## config.mk

```make
export PLATFORM = sky130hd
export DESIGN_NAME = reflet_reset_sequencer
export DESIGN_NICKNAME = d
export VERILOG_FILES = /design/src/rtl/reflet_reset_sequencer.sv
export SDC_FILE = /design/constraint.sdc
export NUM_CORES = 1
export LEC_CHECK = 0
export ABC_AREA = 1
export ABC_CLOCK_PERIOD_IN_PS = 1500
export CAP_MARGIN = 25
export CORE_MARGIN = 2
export CORE_UTILIZATION = 30
export DETAILED_ROUTE_END_ITERATION = 10
export GPL_ROUTABILITY_DRIVEN = 0
export PLACE_DENSITY = 0.49
export SLEW_MARGIN = 20
export SYNTH_ARGS = -nofsm -noshare
export SYNTH_HDL_FRONTEND = slang
export SYNTH_SLANG_ARGS = --single-unit
export TNS_END_PERCENT = 5
```

## constraint.sdc

```tcl
create_clock -name clk -period 1.5 [get_ports clk]
set_clock_uncertainty 0.2 [all_clocks]
set_input_delay 0.375 -clock clk [delete_from_list [all_inputs] [get_ports clk]]
set_output_delay 0.375 -clock clk [all_outputs]
set_load 0.05 [all_outputs]
```

## src/rtl/reflet_reset_sequencer.sv

```systemverilog
// -----------------------------------------------------------------------------
// reflet_reset_sequencer
// Turns the power-on/external reset, a bouncy push-button and a software
// request into staged reset outputs. Peripherals are released HOLD_CYCLES
// edges after the last reset event, and the CPU STAGE_GAP edges later. The
// cause of the last reset is reported.
//
// Ports:
//   clk             system clock
//   reset           asynchronous active-high reset (power-on pulse / external)
//   button_in       raw push-button, active-high, asynchronous, bouncy
//   sw_reset_req    synchronous software reset request, active-high
//   periph_reset    active-high peripheral reset (registered)
//   cpu_reset       active-high CPU reset (registered)
//   sequencer_ready high once both resets are released (registered)
//   reset_cause     00 power/external, 01 button, 10 software (registered)
// -----------------------------------------------------------------------------
module reflet_reset_sequencer #(
    parameter int unsigned HOLD_CYCLES     = 16,
    parameter int unsigned STAGE_GAP       = 4,
    parameter int unsigned DEBOUNCE_CYCLES = 8
) (
    input  logic       clk,
    input  logic       reset,
    input  logic       button_in,
    input  logic       sw_reset_req,
    output logic       periph_reset,
    output logic       cpu_reset,
    output logic       sequencer_ready,
    output logic [1:0] reset_cause
);

    localparam int unsigned SEQ_MAX = (HOLD_CYCLES > STAGE_GAP) ? HOLD_CYCLES : STAGE_GAP;
    localparam int unsigned SEQ_W   = $clog2(SEQ_MAX + 1);
    localparam int unsigned DB_W    = $clog2(DEBOUNCE_CYCLES + 1);

    // Terminal counts: the transition happens on the edge that would reach the full count.
    localparam logic [SEQ_W-1:0] HOLD_LAST = SEQ_W'(HOLD_CYCLES - 1);
    localparam logic [SEQ_W-1:0] GAP_LAST  = SEQ_W'(STAGE_GAP - 1);
    localparam logic [DB_W-1:0]  DB_LAST   = DB_W'(DEBOUNCE_CYCLES - 1);

    localparam logic [1:0] CAUSE_POWER  = 2'b00;
    localparam logic [1:0] CAUSE_BUTTON = 2'b01;
    localparam logic [1:0] CAUSE_SW     = 2'b10;

    typedef enum logic [1:0] {
        ST_HOLD = 2'b00,
        ST_GAP  = 2'b01,
        ST_RUN  = 2'b10
    } state_t;

    state_t            r_state;
    logic [SEQ_W-1:0]  r_seq_cnt;
    logic              r_periph_reset;
    logic              r_cpu_reset;
    logic              r_ready;
    logic [1:0]        r_cause;

    logic              r_sync1;
    logic              r_sync2;
    logic              r_db_level;
    logic              r_db_prev;
    logic [DB_W-1:0]   r_db_cnt;

    logic              w_button_event;
    logic              w_request;

    // Button synchronizer, debouncer and edge-detect register.
    always_ff @(posedge clk or posedge reset) begin
        if (reset) begin
            r_sync1    <= 1'b0;
            r_sync2    <= 1'b0;
            r_db_level <= 1'b0;
            r_db_prev  <= 1'b0;
            r_db_cnt   <= '0;
        end else begin
            r_sync1   <= button_in;
            r_sync2   <= r_sync1;
            r_db_prev <= r_db_level;
            if (r_sync2 == r_db_level) begin
                r_db_cnt <= '0;
            end else if (r_db_cnt == DB_LAST) begin
                // Disagreement persisted long enough: accept the new level.
                r_db_level <= ~r_db_level;
                r_db_cnt   <= '0;
            end else begin
                r_db_cnt <= r_db_cnt + DB_W'(1);
            end
        end
    end

    // Only a rising debounced level is an event; holding or releasing does nothing.
    assign w_button_event = r_db_level & ~r_db_prev;
    assign w_request      = w_button_event | sw_reset_req;

    // Reset sequencing FSM with registered outputs.
    always_ff @(posedge clk or posedge reset) begin
        if (reset) begin
            r_state        <= ST_HOLD;
            r_seq_cnt      <= '0;
            r_periph_reset <= 1'b1;
            r_cpu_reset    <= 1'b1;
            r_ready        <= 1'b0;
            r_cause        <= CAUSE_POWER;
        end else if (w_request) begin
            // Any request restarts the whole sequence; the button wins a tie.
            r_state        <= ST_HOLD;
            r_seq_cnt      <= '0;
            r_periph_reset <= 1'b1;
            r_cpu_reset    <= 1'b1;
            r_ready        <= 1'b0;
            r_cause        <= w_button_event ? CAUSE_BUTTON : CAUSE_SW;
        end else begin
            case (r_state)
                ST_HOLD: begin
                    if (r_seq_cnt == HOLD_LAST) begin
                        r_state        <= ST_GAP;
                        r_seq_cnt      <= '0;
                        r_periph_reset <= 1'b0;
                    end else begin
                        r_seq_cnt <= r_seq_cnt + SEQ_W'(1);
                    end
                end
                ST_GAP: begin
                    if (r_seq_cnt == GAP_LAST) begin
                        r_state     <= ST_RUN;
                        r_seq_cnt   <= '0;
                        r_cpu_reset <= 1'b0;
                        r_ready     <= 1'b1;
                    end else begin
                        r_seq_cnt <= r_seq_cnt + SEQ_W'(1);
                    end
                end
                ST_RUN: begin
                    r_seq_cnt <= '0;
                end
                default: begin
                    // Unreachable encoding: fall back into a full hold.
                    r_state        <= ST_HOLD;
                    r_seq_cnt      <= '0;
                    r_periph_reset <= 1'b1;
                    r_cpu_reset    <= 1'b1;
                    r_ready        <= 1'b0;
                end
            endcase
        end
    end

    assign periph_reset    = r_periph_reset;
    assign cpu_reset       = r_cpu_reset;
    assign sequencer_ready = r_ready;
    assign reset_cause     = r_cause;

endmodule

```

# Word-level counts from Yosys, hierarchy flattened
# Index checks and enable logic that the tools add are counted.
dict set report totals {
  elab_cells 56
  regBits 20
  input_bits 4
}
dict set report op_classes {
  muxes 20
  n_eq_ne 11
  n_bitwise 5
  reduce_logical 7
  add_sub_neg 2
}
# op n
set op_table {}
lappend op_table {{two-way mux 5 bit} 3}
lappend op_table {{one-hot mux 5 bit (2 select lines)} 1}
lappend op_table {{two-way mux 2 bit} 4}
lappend op_table {{two-way mux 4 bit} 2}
lappend op_table {{two-way mux 1 bit} 6}
lappend op_table {{!= test 3 bit, second input constant} 2}
lappend op_table {{one-hot mux 1 bit (2 select lines)} 3}
lappend op_table {{one-hot mux 2 bit (3 select lines)} 1}
lappend op_table {{AND reduction 2 bit} 3}
lappend op_table {{adder 5 x 1 -> 5 bit, second input constant} 1}
lappend op_table {{== test 5 x 2 -> 1 bit, second input constant} 1}
lappend op_table {{== test 5 x 4 -> 1 bit, second input constant} 1}
lappend op_table {{adder 4 x 1 -> 4 bit, second input constant} 1}
lappend op_table {{== test 4 x 3 -> 1 bit, second input constant} 1}
lappend op_table {{!= test 2 x 1 -> 1 bit, second input constant} 2}
lappend op_table {{OR reduction 2 bit} 2}
lappend op_table {{inverter 1 bit} 3}
lappend op_table {{AND reduction 3 bit} 1}
lappend op_table {{== test 2 x 1 -> 1 bit, second input constant} 1}
lappend op_table {{== test 2 bit, second input constant} 1}
lappend op_table {{logical NOT 2 bit} 1}
lappend op_table {{!= test 2 bit, second input constant} 1}
lappend op_table {{bitwise AND 1 bit} 1}
lappend op_table {{== test 1 bit} 1}
lappend op_table {{OR 1 bit} 1}

# Logic depth before layout (Yosys ltp)
dict set report logic_depth {
  word_depth 5
  depth_mapped 9
}

# Worst setup path after synthesis
# Ideal clock, no wire load.
dict set report synth_timing {
  path_kind {reg-to-reg}
  from {reg r_seq_cnt[0]}
  to {reg r_state[0]}
  path_stages_with_launch 9
  n_path_buf 0
  setup_ps 117
  arrival_time_ps 1286
  slack_ps -103
  t_required_ps 1183
  path_cell_list {dfrtp_1 -> ha_1 -> nand3_1 -> inv_1 -> ha_1 -> inv_1 -> nand4_1 -> nand4_1 -> nand2_1}
}
dict set report synth_via {
  elab_chain_len 3
  word_cells_on_any_way 5
}
# element line
set synth_rtl {}
lappend synth_rtl {{start, declared} 53} ;# logic [SEQ_W-1:0] r_seq_cnt;
lappend synth_rtl {{start signal, assigned} 121} ;# r_seq_cnt <= r_seq_cnt + SEQ_W'(1);
lappend synth_rtl {{start signal, assigned} 131} ;# r_seq_cnt <= r_seq_cnt + SEQ_W'(1);
lappend synth_rtl {{== test 5 x 2 -> 1 bit / == test 5 x 4 -> 1 bit (equally long branches)} {125, 116}}
lappend synth_rtl {{!= test 3 bit (no source line)} --}
lappend synth_rtl {{AND reduction 3 bit (no source line) (*)} --}
lappend synth_rtl {{end signal, assigned} 117} ;# r_state <= ST_GAP;
lappend synth_rtl {{end signal, assigned} 126} ;# r_state <= ST_RUN;
lappend synth_rtl {{end signal, assigned} 139} ;# r_state <= ST_HOLD;
lappend synth_rtl {{end, declared} 52} ;# state_t r_state;
# Every way passes the cells marked *; elsewhere a longest branch is shown, timed or not.
# A chain may end at the register's enable or synchronous reset.

# Final worst setup path
dict set report layout_timing {
  from {reg r_seq_cnt[1]}
  to {reg r_state[1]}
}
# Same word-level chain as after synthesis.

==> out/summary.log <==
INFO  status         run_status=complete, but fails checks
INFO  status         violated_checks=setup timing
INFO  detailed_routing drt_pass1_iterations=4
INFO  die            die_w=60.8µm
INFO  sta            finalSetupTns=-0.442ns
INFO  global_routing vias_in_the_first_global_route=686
INFO  power_and_ir_drop power.share.switching=39.0%
INFO  finish         stdcell_area=0.00133mm²
INFO  detailed_routing detailroute.via_count=696
INFO  detailed_routing viasPerCell=4.22
INFO  global_routing grt_util_met3=2.99%
INFO  finish         fillerInstances=301
INFO  logic_synthesis synth_area=968µm²
INFO  sta            fmax=626MHz
INFO  cts            numClockSinks=20
INFO  global_routing grt_overflow_total=0
INFO  global_routing track_usage=11.0%
INFO  detailed_routing drt_first_iter_violations=12
INFO  cts            clk_buf_depth=2
INFO  detailed_routing routed_wirelength=1750µm
INFO  power_and_ir_drop p_leak=0.633nW
INFO  cts            tritoncts_buffer_count=3
INFO  critical_path  worstSetupStartpoint=r_seq_cnt[1]$_DFF_PP0_
INFO  critical_path  critical_path.reg2reg.startpoint=r_seq_cnt[1]$_DFF_PP0_
INFO  critical_path  crit_slowest_cell=sky130_fd_sc_hd__dfrtp_1
INFO  sta            setup_viol=8
INFO  die            io_pins=9
INFO  critical_path  endpoint_kind_of_the_worst_setup_timing_path=flip-flop
INFO  detailed_routing route.antenna.remaining_nets=0
INFO  sta            worst_pin_slew=0.280ns
INFO  die            floorplan.rows=20
INFO  power_and_ir_drop share_clk_of_total_power=18.0%
INFO  sta            period_share=107%
INFO  logic_synthesis syn_nets=112
INFO  placement      dp.final_hpwl=1280µm
INFO  placement      io_buffer_count=8
INFO  sta            final_hold_viol_count=0
INFO  power_and_ir_drop comb_power_share=46.6%
INFO  logic_synthesis post-synth-top-area-fraction=46.5%
INFO  global_routing global_route_wire_length_before_repair=2970µm
INFO  power_and_ir_drop p_int=1.49mW
INFO  logic_synthesis synthesis.instances=100
INFO  cts            ctsRootBufferMaster=sky130_fd_sc_hd__clkbuf_4
INFO  sta            drv_slew=0
INFO  die            core=0.00305mm²
INFO  power_and_ir_drop net-switching-power=0.955mW
INFO  sta            final_period_demand_of_the_worst_path=1.60ns
INFO  placement      dpl.cell_count=158
INFO  cts            cts-htree-levels=1
INFO  global_routing maximum_number_of_pins_on_one_net_before_global_route_repair=21
INFO  critical_path  critPathLaunchType=flip-flop
INFO  logic_synthesis synth_top_cells_by_area=sky130_fd_sc_hd__dfrtp_1, sky130_fd_sc_hd__ha_1, sky130_fd_sc_hd__nand2_1, sky130_fd_sc_hd__inv_1, sky130_fd_sc_hd__dfstp_2
INFO  critical_path  critical_path.max_fanout=3
INFO  logic_synthesis syn_area_per_cell=9.68µm²
INFO  power_and_ir_drop p_per_area=1830mW/mm²
INFO  finish         register_area=503µm²
INFO  finish         final_nets=134
INFO  power_and_ir_drop vdd.ir_drop.worst=0.770mV
INFO  logic_synthesis synth_enable_flop_cells=0
INFO  min_path       min_path_type=input port to async pin
INFO  detailed_routing avgRoutedWirePerCell=10.6µm
INFO  power_and_ir_drop pwr-share-seq=35.4%
INFO  global_routing met1_usage=15.2%
INFO  cts            clk_pin_slew=0.12ns
INFO  die            die_footprint=0.00370mm²
INFO  cts            tritoncts=done
INFO  logic_synthesis postSynth.asyncResetShare=100%
INFO  job            max_cap_violations=0
INFO  logic_synthesis synth_warnings=0
INFO  finish         layout.cells.non_filler=165
INFO  sta            post-route-worst-setup-slack=-0.0976ns
INFO  finish         areaGrowthSynthToFinish=37.7%
INFO  global_routing globalRoute.busiestLayer=met2
INFO  sta            whs=0.167ns
INFO  logic_synthesis unique_masters_post_synth=20
INFO  global_routing grt.met2_usage=16.1%
INFO  critical_path  critical_path_at=1.60ns
INFO  logic_synthesis synthFlopType=sky130_fd_sc_hd__dfrtp_1
INFO  placement      pre_cts_slack=-0.217ns
INFO  sta            rsz0062_at_grt=true
INFO  detailed_routing drcViolationCount=0
INFO  cts            worst_skew_pair.late_latency=0.30ns
INFO  sta            timing.max_slew.rel_slack=81.2%
INFO  cts            ctsHoldBuffers=0
INFO  critical_path  max_stage_delay=0.44ns
INFO  finish         layout-drive-gt1-share=31.4%
INFO  logic_synthesis seq_area_frac_synth=51.9%
INFO  critical_path  critical_path.cell_chain=ha_4 > nand3_2 > inv_2 > ha_4 > inv_2 > nand4_1 > nand4_1 > nand2_1
INFO  logic_synthesis synth.ff_latch_count=20
INFO  critical_path  timing.critical_path.required=1.50ns
INFO  die            initial_standard_cell_utilization_of_the_core=31.7%
INFO  placement      detailed_place.area=0.00122mm²
INFO  die            dieHeight=60.8µm
INFO  finish         multi_input_comb_area=453µm²
INFO  critical_path  timing.setup.critical_path_class=flip-flop to flip-flop
INFO  logic_synthesis yosys.area.top_type=sky130_fd_sc_hd__dfrtp_1
INFO  global_routing initial_antenna_violation_count=0
INFO  finish         diodes=0
-- Yosys cell counts (all sizes together), types with 2 or more instances --
library cell / count
nand4: 3
o21ai: 2
inv: 16
xor2: 2
dfrtp: 18
xnor2: 3
nand3: 8
nand2: 19
nor2: 13
ha: 8
dfstp: 2
-- layer usage --
layer / up-vias / part of all wire [%]
met1: 325 / 47
met3: 4 / 3.7
met2: 8 / 47
li1: 359 / -
met5: - / 0
met4: 0 / 1.5
-- cell usage in the layout, fill, tap and decap left out --
| cell type | count |
|---|---|
| sky130_fd_sc_hd__ha_1 | 4 |
| sky130_fd_sc_hd__o21a_1 | 1 |
| sky130_fd_sc_hd__bufinv_16 | 1 |
| sky130_fd_sc_hd__clkbuf_4 | 3 |
| sky130_fd_sc_hd__buf_4 | 8 |
| sky130_fd_sc_hd__nor2_1 | 12 |
| sky130_fd_sc_hd__o21ai_1 | 1 |
| sky130_fd_sc_hd__buf_12 | 6 |
| sky130_fd_sc_hd__nand3_1 | 5 |
| sky130_fd_sc_hd__o31ai_1 | 1 |
| sky130_fd_sc_hd__xor2_1 | 2 |
| sky130_fd_sc_hd__o211ai_1 | 1 |
| sky130_fd_sc_hd__nand3_2 | 3 |
| sky130_fd_sc_hd__inv_2 | 2 |
| sky130_fd_sc_hd__mux2_2 | 1 |
| sky130_fd_sc_hd__nand3b_1 | 1 |
| sky130_fd_sc_hd__a21oi_4 | 1 |
| sky130_fd_sc_hd__nand4_1 | 3 |
| sky130_fd_sc_hd__nand2_1 | 13 |
| sky130_fd_sc_hd__clkdlybuf4s50_1 | 3 |
| sky130_fd_sc_hd__nor2_2 | 1 |
| sky130_fd_sc_hd__dfstp_2 | 2 |
| sky130_fd_sc_hd__ha_4 | 2 |
| sky130_fd_sc_hd__o21ai_0 | 1 |
| sky130_fd_sc_hd__xnor2_1 | 3 |
| sky130_fd_sc_hd__inv_1 | 14 |
| sky130_fd_sc_hd__nand2_2 | 6 |
| sky130_fd_sc_hd__dfrtp_1 | 18 |
| sky130_fd_sc_hd__ha_2 | 2 |
-- metrics by stage --
stage          total power [mW]  util (%)
6_report                   2.45      43.7
5_1_grt                    2.62      43.7
4_1_cts                    2.41      42.5
3_5_place_dp               1.93      40.0
3_3_place_gp               1.92      40.0
2_1_floorplan              1.51         -
-- worst paths after layout --
| path | endpoint | slack, ns | cells after the start |
|---|---|---|---|
| worst min register to register | r_sync2$_DFF_PP0_ | 0.17 | 0 |
| max in group asynchronous | cpu_reset$_DFFE_PP1P_ | 0.72 | 3 |
| worst max register to register | r_state[1]$_DFFE_PP0P_ | -0.1 | 8 |
| worst min-delay path | reset_cause[0]$_DFFE_PP0N_ | 0.17 | 3 |
| worst max-delay path | r_state[1]$_DFFE_PP0P_ | -0.1 | 8 |
| min in group clk | r_sync2$_DFF_PP0_ | 0.17 | 0 |
-- state kept, by name (all words and copies together), names as in the netlist, 2 cells and up --
register	cells
r_db_cnt	4
r_seq_cnt	5
r_state	2
reset_cause	2
-- layout make-up --
type,count,area share [%]
multi-input cells,64,34.0
flip-flops and latches,20,37.7
repair buffers,17,15.8
clock buffers,3,1.69
inverters,16,4.50
clock inverters,1,2.25
well taps,44,4.13
-- what timing repair did --
| item | CTS | global route |
|---|---|---|
| setup buffers | 2 | 1 |
| setup endpoints to repair | 10 | 14 |
| gates resized for setup | 2 | 9 |
| pin swaps | 4 | 2 |
-- power groups by stage --
stage | logic, mW | registers [mW] | clock network, mW
floorplan | 0.517 | 0.990 | 0
global placement | 1.06 | 0.865 | 0
detailed placement | 1.07 | 0.869 | 0
CTS | 1.09 | 0.869 | 0.451
global route | 1.26 | 0.882 | 0.475
finish | 1.14 | 0.866 | 0.440
-- logic make-up (layout without fill, tap and decap cells) --
| kind of cell | count (synthesis) | count (layout) | share of synthesized area, % |
|---|---|---|---|
| and+or+nand+nor | 44 | 44 | 20.8 |
| buffers and inverters | 16 | 37 | 6.20 |
| muxes | 1 | 1 | 1.16 |
| DFF | 20 | 20 | 51.9 |
| adders and majority gates | 8 | 8 | 10.3 |
| AOI/OAI and AO/OA | 6 | 6 | 5.04 |
| xor gates and xnor gates | 5 | 5 | 4.52 |
-- worst max-delay path: cells and delay by family (launching register included) --
family        cells  cell delay (ns)
fa+ha+maj         2             0.33
flops             1             0.44
simple gates      4             0.43
buf+inv           2             0.09
Note: power is estimated with default switching activity, not from simulation.
